<file path="config.mk">
export PLATFORM = sky130hd
export DESIGN_NAME = c432_vector_sequencer
export DESIGN_NICKNAME = d
export VERILOG_FILES = /design/src/rtl/c432_seq_pkg.sv /design/src/rtl/c432_vec_store.sv /design/src/rtl/c432_vector_sequencer.sv
export SDC_FILE = /design/constraint.sdc
export NUM_CORES = 1
export LEC_CHECK = 0
export ABC_AREA = 0
export CORE_UTILIZATION = 50
export DETAILED_ROUTE_END_ITERATION = 10
export HOLD_SLACK_MARGIN = 0.05
export PLACE_DENSITY = 0.72
export SLEW_MARGIN = 20
export SYNTH_ARGS = -nofsm -noshare
export SYNTH_HDL_FRONTEND = slang
export SYNTH_SLANG_ARGS = --single-unit
</file>
<file path="constraint.sdc">
create_clock -name clk -period 2.3 [get_ports clk]
set_input_delay 0.46 -clock clk [delete_from_list [all_inputs] [get_ports clk]]
set_output_delay 0.46 -clock clk [all_outputs]
set_load 0.005 [all_outputs]
</file>
<file path="src/rtl/c432_seq_pkg.sv">
// Shared types and field layout for the c432 vector sequencer.
package c432_seq_pkg;

    typedef enum logic [2:0] {
        IDLE    = 3'd0,
        APPLY   = 3'd1,
        SETTLE  = 3'd2,
        CAPTURE = 3'd3,
        DONE    = 3'd4
    } state_t;

    localparam int VEC_W   = 36;
    localparam int RSP_W   = 7;
    localparam int ENTRY_W = VEC_W + RSP_W;
    localparam int FLD_W   = 9;

    // Stimulus fields inside the 36-bit vector {E,A,B,C}
    localparam int E_LSB = 27;
    localparam int A_LSB = 18;
    localparam int B_LSB = 9;
    localparam int C_LSB = 0;

    // Response fields inside the 7-bit expected value {PA,PB,PC,Chan}
    localparam int PA_BIT   = 6;
    localparam int PB_BIT   = 5;
    localparam int PC_BIT   = 4;
    localparam int CHAN_LSB = 0;
    localparam int CHAN_W   = 4;

    // A store entry is {vec, exp}; the vector sits above the response
    localparam int VEC_LSB = RSP_W;

endpackage

</file>
<file path="src/rtl/c432_vec_store.sv">
// Vector/expected-response register file: reset to zero, synchronous write,
// asynchronous read.
module c432_vec_store
    import c432_seq_pkg::*;
#(
    parameter  int DEPTH = 8,
    localparam int AW    = $clog2(DEPTH)
) (
    input  logic               clk,
    input  logic               rst_n,
    input  logic               we,
    input  logic [AW-1:0]      waddr,
    input  logic [ENTRY_W-1:0] wdata,
    input  logic [AW-1:0]      raddr,
    output logic [ENTRY_W-1:0] rdata
);

    logic [DEPTH-1:0][ENTRY_W-1:0] mem;

    // Entry array; one write port
    always_ff @(posedge clk or negedge rst_n) begin
        if (!rst_n) mem <= '0;
        else if (we) mem[waddr] <= wdata;
    end

    assign rdata = mem[raddr];

endmodule

</file>
<file path="src/rtl/c432_vector_sequencer.sv">
// Drives the c432 core with a stored list of {E,A,B,C} vectors, holds each
// for a programmable settle time, samples the core response and counts
// mismatches. Also owns the core clock-mux select.
module c432_vector_sequencer
    import c432_seq_pkg::*;
#(
    parameter  int DEPTH    = 8,
    parameter  int SETTLE_W = 4,
    parameter  int ERR_W    = 8,
    localparam int AW       = $clog2(DEPTH)
) (
    input  logic                clk,
    input  logic                rst_n,
    input  logic                cfg_we,
    input  logic [AW-1:0]       cfg_addr,
    input  logic [VEC_W-1:0]    cfg_vec,
    input  logic [RSP_W-1:0]    cfg_exp,
    input  logic [AW:0]         num_vec,
    input  logic [SETTLE_W-1:0] settle,
    input  logic                loop_en,
    input  logic                fast_mode,
    input  logic                start,
    input  logic                stop,
    output logic [FLD_W-1:0]    E_out,
    output logic [FLD_W-1:0]    A_out,
    output logic [FLD_W-1:0]    B_out,
    output logic [FLD_W-1:0]    C_out,
    input  logic                PA_in,
    input  logic                PB_in,
    input  logic                PC_in,
    input  logic [CHAN_W-1:0]   Chan_in,
    output logic                select_out,
    output logic                busy,
    output logic                done,
    output logic [ERR_W-1:0]    err_cnt,
    output logic                err_valid,
    output logic [AW-1:0]       first_err_idx
);

    localparam logic [AW:0] DEPTH_V = (AW+1)'(DEPTH);

    state_t              state, state_nxt;
    logic [AW-1:0]       idx_q, rd_addr;
    logic [AW:0]         nv_q, nv_clamp;
    logic [SETTLE_W-1:0] settle_q, cnt_q;
    logic                loop_q, last, start_ok, mism;
    logic [RSP_W-1:0]    exp_q, rsp;
    logic [ENTRY_W-1:0]  rd_entry;
    logic [VEC_W-1:0]    rd_vec;

    assign nv_clamp = (num_vec > DEPTH_V) ? DEPTH_V : num_vec;
    assign last     = ({1'b0, idx_q} == nv_q - (AW+1)'(1));
    assign start_ok = start && (state == IDLE || state == DONE);
    assign rsp      = {PA_in, PB_in, PC_in, Chan_in};
    assign mism     = (rsp != exp_q);
    assign rd_vec   = rd_entry[VEC_LSB +: VEC_W];

    // Writes are locked out while a run is using the store
    c432_vec_store #(.DEPTH(DEPTH)) u_store (
        .clk   (clk),
        .rst_n (rst_n),
        .we    (cfg_we && !busy),
        .waddr (cfg_addr),
        .wdata ({cfg_vec, cfg_exp}),
        .raddr (rd_addr),
        .rdata (rd_entry)
    );

    // State register
    always_ff @(posedge clk or negedge rst_n) begin
        if (!rst_n) state <= IDLE;
        else        state <= state_nxt;
    end

    // Next state; the read address is the index of the vector about to be
    // loaded, so stimulus and its expected value enter APPLY together
    always_comb begin
        state_nxt = state;
        rd_addr   = idx_q;
        case (state)
            IDLE, DONE: begin
                rd_addr = '0;
                if (start) state_nxt = (nv_clamp == '0) ? DONE : APPLY;
            end
            APPLY:   state_nxt = stop ? DONE : SETTLE;
            SETTLE: begin
                if (stop)              state_nxt = DONE;
                else if (cnt_q == '0)  state_nxt = CAPTURE;
            end
            CAPTURE: begin
                rd_addr = last ? '0 : idx_q + AW'(1);
                if (stop || (last && !loop_q)) state_nxt = DONE;
                else                           state_nxt = APPLY;
            end
            default: state_nxt = IDLE;
        endcase
    end

    // Run configuration, stimulus, settle counter, error bookkeeping, flags
    always_ff @(posedge clk or negedge rst_n) begin
        if (!rst_n) begin
            nv_q          <= '0;
            settle_q      <= '0;
            loop_q        <= 1'b0;
            select_out    <= 1'b1;
            idx_q         <= '0;
            exp_q         <= '0;
            cnt_q         <= '0;
            E_out         <= '0;
            A_out         <= '0;
            B_out         <= '0;
            C_out         <= '0;
            err_cnt       <= '0;
            err_valid     <= 1'b0;
            first_err_idx <= '0;
            busy          <= 1'b0;
            done          <= 1'b0;
        end else begin
            if (start_ok) begin
                nv_q          <= nv_clamp;
                settle_q      <= settle;
                loop_q        <= loop_en;
                select_out    <= ~fast_mode;
                err_cnt       <= '0;
                err_valid     <= 1'b0;
                first_err_idx <= '0;
            end
            if (state_nxt == APPLY) begin
                idx_q <= rd_addr;
                exp_q <= rd_entry[RSP_W-1:0];
                E_out <= rd_vec[E_LSB +: FLD_W];
                A_out <= rd_vec[A_LSB +: FLD_W];
                B_out <= rd_vec[B_LSB +: FLD_W];
                C_out <= rd_vec[C_LSB +: FLD_W];
            end
            if (state == APPLY)       cnt_q <= settle_q;
            else if (state == SETTLE) cnt_q <= cnt_q - SETTLE_W'(1);
            if (state == CAPTURE && mism) begin
                if (err_cnt != '1) err_cnt <= err_cnt + ERR_W'(1);
                if (!err_valid) begin
                    err_valid     <= 1'b1;
                    first_err_idx <= idx_q;
                end
            end
            busy <= (state_nxt == APPLY) || (state_nxt == SETTLE) || (state_nxt == CAPTURE);
            done <= (state_nxt == DONE);
        end
    end

endmodule

</file>
==> impl_summary.md <==
Setup path
The critical-path maximum fanout is 6. The most numerous cell type found on the critical path is sky130_fd_sc_hd__buf_6. The startpoint type of the worst setup path is a register.

Traced cell by cell, the critical path runs through or3b_4 > o2111ai_4 > o221ai_4 > buf_6 > a21oi_4 > buf_6 > clkbuf_16 > nand3_1 > and4_1. The origin of the worst setup path is state[1]. For the worst setup path, the data required time is 2.73 ns. The largest single stage delay on the critical path is 0.45 ns. The critical path class is reg2reg. The cell with the largest stage delay on the worst path is sky130_fd_sc_hd__or3b_4.

The critical path data arrival time is 2.83 ns. The kind of capture point of the worst setup path is a register. The launch point of the worst reg-to-reg path is state[1].

Synth
Counting flops with a built-in enable in the synthesized netlist gives 0. The most used flip-flop cell after synthesis is sky130_fd_sc_hd__dfrtp_1. The synthesized netlist devotes 4.79% of its cell area to compound gates.

The mux cell area share after synthesis is 22.5%. The synthesized area per cell is 11.7 um^2. Counting distinct cell types in the post-synthesis netlist gives 59.

The synthesized netlist devotes 13.4% of its cell area to simple gates. The net count after synthesis is 1,679. The fraction of the mapped netlist area in adder cells is 0.265%. After synthesis, the share of flip-flops with an asynchronous set or reset is 100%. The sequential share of the synthesized area is 55.9%. Synthesis produced a netlist whose cell count is 1,607. The cell area that synthesis handed to floorplanning was 18,900 um^2. Yosys printed 0 warnings. The synthesized flop and latch total is 421. The xor and xnor fraction of the mapped netlist area is 0.630%. The combinational family with the most area after synthesis is multiplexers.

STA
Subtracting the final worst setup slack from the clock period gives 2.40 ns. The final sum of negative setup slack is -1.44 ns. In the finished design, the share of the clock period the worst path needs comes to 104%. The pin slew with the least headroom to its limit is 0.559 ns. Setup violations remaining at the end of the flow were counted as 35. The number of max-slew violations in the final report was 0. Measured against its own limit, the worst slew margin works out to 62.3%. The tightest hold path in the finished design has a slack of 0.416 ns. Once routing completed, OpenROAD measured the worst setup slack at -0.0955 ns. The worst setup skew after layout is 0.0105 ns. Setup repair after global routing could not meet its margin everywhere. Based on the critical path, the design can be clocked at up to 0.417 GHz. The number of hold violations in the final report was 0.

Outcome
The final reports fail on negative setup slack. The flow ran to the end, but the final reports show violations.

CTS
Counting the buffers created by CTS gives 45. Counting every sink on the clock net gives 421. The clock insertion delay at the later pin of the skew report is 0.55 ns. After clock tree synthesis, the clock-pin slew on the worst setup and hold paths is 0.06 ns.

The H-tree depth is 2. No sink is reached through more buffers than the 3 on the longest clock path. The CTS tree is built.

Clock tree synthesis selected as its root buffer the cell sky130_fd_sc_hd__clkbuf_16.

Pwr
The peak supply drop is 618 uV. The power density over cell area is 1360 nW/um^2. In this run the static leakage power is 9.99 nW. The total power draw is 32.2 mW.

Global route
For this run, the total global-route usage over all layers was measured as 25.5%. The overflow left after global routing is 0. The first-pass GRT wire length is 77,100 um. The initial antenna violation count came to 1. The largest net degree at the start of global routing is 78.

The number of global-route vias before repair is 13,800.

Drt
The pre-antenna-repair detailed-routing pass consisted of 5 iterations. The remaining number of nets flagged by the antenna check after routing is 0. After detailed routing, the average wire length per cell comes to 20.7 um. Detailed routing inserted a total of 13,500 vias.

Dividing the detail-routed via count by the number of cells gives 5.76. After the first detailed-routing iteration, the DRC count stood at 852. The routed design has 48,700 um of wire. In the routed design, unresolved DRC markers number 0.

Finish
The count of placed standard cells in the final layout, fillers left out is 2,351. The filler cells instantiated in the layout total 2,767. The sequential cell area is 10,500 um^2. From synthesis to final layout, the design area changed by 25.9%. The proportion of layout cells with a drive suffix above 1 is 33.9%. In the final layout, the multi-input gates occupy 8170 um^2.

With fillers left out, the area of the finished cells amounts to 23,700 um^2. The number of nets in the layout is 1,886. The post-route core utilization is 64.4%.

Place
The HPWL after detailed placement is 29,000 um. The count of buffers added on input and output ports is 118. At the placement stage, the worst setup path has a slack of -0.610 ns. The instance area after placement is 21,600 um^2. The final weighted congestion of routability-driven global placement is 0.852. Once placement completed, the tool counted placed cells totaling 2,244.

Floorplanning
For this configuration, the core starts out at a cell density of 51.2%. Measured along the y axis, the die boundary spans 196 um. The area enclosed by the die boundary is 38,500 um^2.

119 I/O pins were placed. The number of placement rows is 70. The area of the core is 36,900 um^2. The die is 196 um wide.

Job
Max-cap violations in this run came to 0.

Min path
The path class of the tightest hold or removal check is in2async.
-- cell usage after synthesis, types with 3 or more instances --
| master | number | share of area [%] |
|---|---|---|
| sky130_fd_sc_hd__and2_1 | 3 | 0.10 |
| sky130_fd_sc_hd__nor2b_1 | 6 | 0.20 |
| sky130_fd_sc_hd__xor2_1 | 4 | 0.19 |
| sky130_fd_sc_hd__a21oi_1 | 8 | 0.21 |
| sky130_fd_sc_hd__o22ai_1 | 5 | 0.17 |
| sky130_fd_sc_hd__and4_1 | 30 | 1.4 |
| sky130_fd_sc_hd__o2111a_1 | 13 | 0.78 |
| sky130_fd_sc_hd__dfrtp_1 | 420 | 56 |
| sky130_fd_sc_hd__and3_1 | 5 | 0.17 |
| sky130_fd_sc_hd__inv_1 | 9 | 0.18 |
| sky130_fd_sc_hd__buf_4 | 9 | 0.36 |
| sky130_fd_sc_hd__nand2b_1 | 3 | 0.10 |
| sky130_fd_sc_hd__a31oi_1 | 31 | 1.0 |
| sky130_fd_sc_hd__or2_2 | 3 | 0.10 |
| sky130_fd_sc_hd__clkbuf_1 | 67 | 1.3 |
| sky130_fd_sc_hd__nand3_1 | 117 | 3.1 |
| sky130_fd_sc_hd__nand2_1 | 320 | 6.4 |
| sky130_fd_sc_hd__mux2i_1 | 33 | 1.8 |
| sky130_fd_sc_hd__nor2_1 | 42 | 0.84 |
| sky130_fd_sc_hd__a22oi_1 | 14 | 0.56 |
| sky130_fd_sc_hd__a21o_1 | 4 | 0.16 |
| sky130_fd_sc_hd__xnor2_1 | 7 | 0.33 |
| sky130_fd_sc_hd__o211ai_1 | 4 | 0.16 |
| sky130_fd_sc_hd__buf_2 | 25 | 0.66 |
| sky130_fd_sc_hd__o21ai_0 | 17 | 0.45 |
| sky130_fd_sc_hd__nand3b_1 | 7 | 0.28 |
| sky130_fd_sc_hd__ha_1 | 4 | 0.27 |
| sky130_fd_sc_hd__nor3b_1 | 6 | 0.24 |
| sky130_fd_sc_hd__mux2_2 | 347 | 21 |
| sky130_fd_sc_hd__a21boi_0 | 3 | 0.12 |
| sky130_fd_sc_hd__or3_1 | 3 | 0.10 |
-- cell type report --
type / count / area share (%)
diodes: 1 / 0.0105
clock buffers: 70 / 5.65
clock inverters: 9 / 0.448
inverters: 9 / 0.142
multi-input cells: 1074 / 34.4
flip-flops and latches: 421 / 44.4
well taps: 504 / 2.66
repair buffers: 263 / 12.3
-- layout by cell type, fill, tap and decap left out, types with 4 or more instances in the layout --
cell type and count:
sky130_fd_sc_hd__nand3b_1 7, sky130_fd_sc_hd__dfrtp_2 4, sky130_fd_sc_hd__buf_16 4, sky130_fd_sc_hd__nand3_2 10, sky130_fd_sc_hd__a21oi_1 7, sky130_fd_sc_hd__a31oi_1 30, sky130_fd_sc_hd__nand2_1 317, sky130_fd_sc_hd__o2111a_1 13
sky130_fd_sc_hd__and4_1 29, sky130_fd_sc_hd__nor3b_1 4, sky130_fd_sc_hd__xnor2_1 7, sky130_fd_sc_hd__buf_4 88, sky130_fd_sc_hd__clkbuf_8 10, sky130_fd_sc_hd__buf_6 12, sky130_fd_sc_hd__mux2_2 347, sky130_fd_sc_hd__o211ai_1 4
sky130_fd_sc_hd__a21o_1 4, sky130_fd_sc_hd__o21ai_0 14, sky130_fd_sc_hd__mux2i_1 30, sky130_fd_sc_hd__clkdlybuf4s50_1 117, sky130_fd_sc_hd__nor2b_1 6, sky130_fd_sc_hd__inv_1 8, sky130_fd_sc_hd__clkbuf_16 50, sky130_fd_sc_hd__nand3_1 107
sky130_fd_sc_hd__nor2_1 39, sky130_fd_sc_hd__a22oi_2 11, sky130_fd_sc_hd__clkbuf_1 14, sky130_fd_sc_hd__dfrtp_1 416, sky130_fd_sc_hd__buf_12 33, sky130_fd_sc_hd__clkinv_2 6
-- cells by family after synthesis --
family	count (synthesis)
buffers and inverters	112
muxes	380
DFF	421
AOI/OAI and AO/OA	122
and+or+nand+nor	556
adders and majority gates	4
xor gates and xnor gates	12
-- path summary, 6_finish.rpt --
path	endpoint	slack [ns]	depth (start not counted)
worst max-delay path	exp_q[3]	-0.1	9
worst min-delay path	err_cnt[2]	0.42	2
worst max register to register	exp_q[3]	-0.1	9
worst min register to register	select_out	0.48	2
max in group asynchronous	u_store.mem[328]	1.10	3
min in group clk	settle_q[0]	0.46	3
-- routing by layer --
metal | up-vias | wire, um | global-route usage, %
met5 | - | 0 | 0
met4 | 0 | 1240 | 7.29
met3 | 90 | 2250 | 3.70
met2 | 339 | 23200 | 41.6
met1 | 7023 | 22000 | 35.5
li1 | 6088 | - | -
-- state kept, by name, indices dropped and copies added, names as in the netlist --
signal         count
C_out              9
cnt_q              4
first_err_idx      3
E_out              9
exp_q              7
done               1
state              3
settle_q           4
err_cnt            8
err_valid          1
nv_q               4
busy               1
idx_q              3
loop_q             1
B_out              9
select_out         1
u_store.mem      344
A_out              9
-- repair_timing --
item / 4_1_cts / 5_1_grt
pin swaps: 10 / 16
hold buffers: 1 / 0
cloned: 4 / 5
endpoints found under the setup margin: 43 / 44
hold endpoints to repair: 36 / 0
buffers inserted: 10 / 7
resized for setup: 41 / 40
-- worst max-delay path, delay by kind of cell (launching register included) --
family	cells	cell delay (ns)
and+or+nand+nor	3	0.72
AOI/OAI and AO/OA	3	0.60
buffers and inverters	3	0.51
DFF	1	0.44
-- power by group --
| part | internal, mW | total, mW | switching, mW |
|---|---|---|---|
| clock network | 4.22 | 7.05 | 2.83 |
| logic | 6.59 | 11.9 | 5.31 |
| registers | 11.1 | 13.3 | 2.19 |
| total | 21.9 | 32.2 | 10.3 |
(Power assumes the default switching activity.)
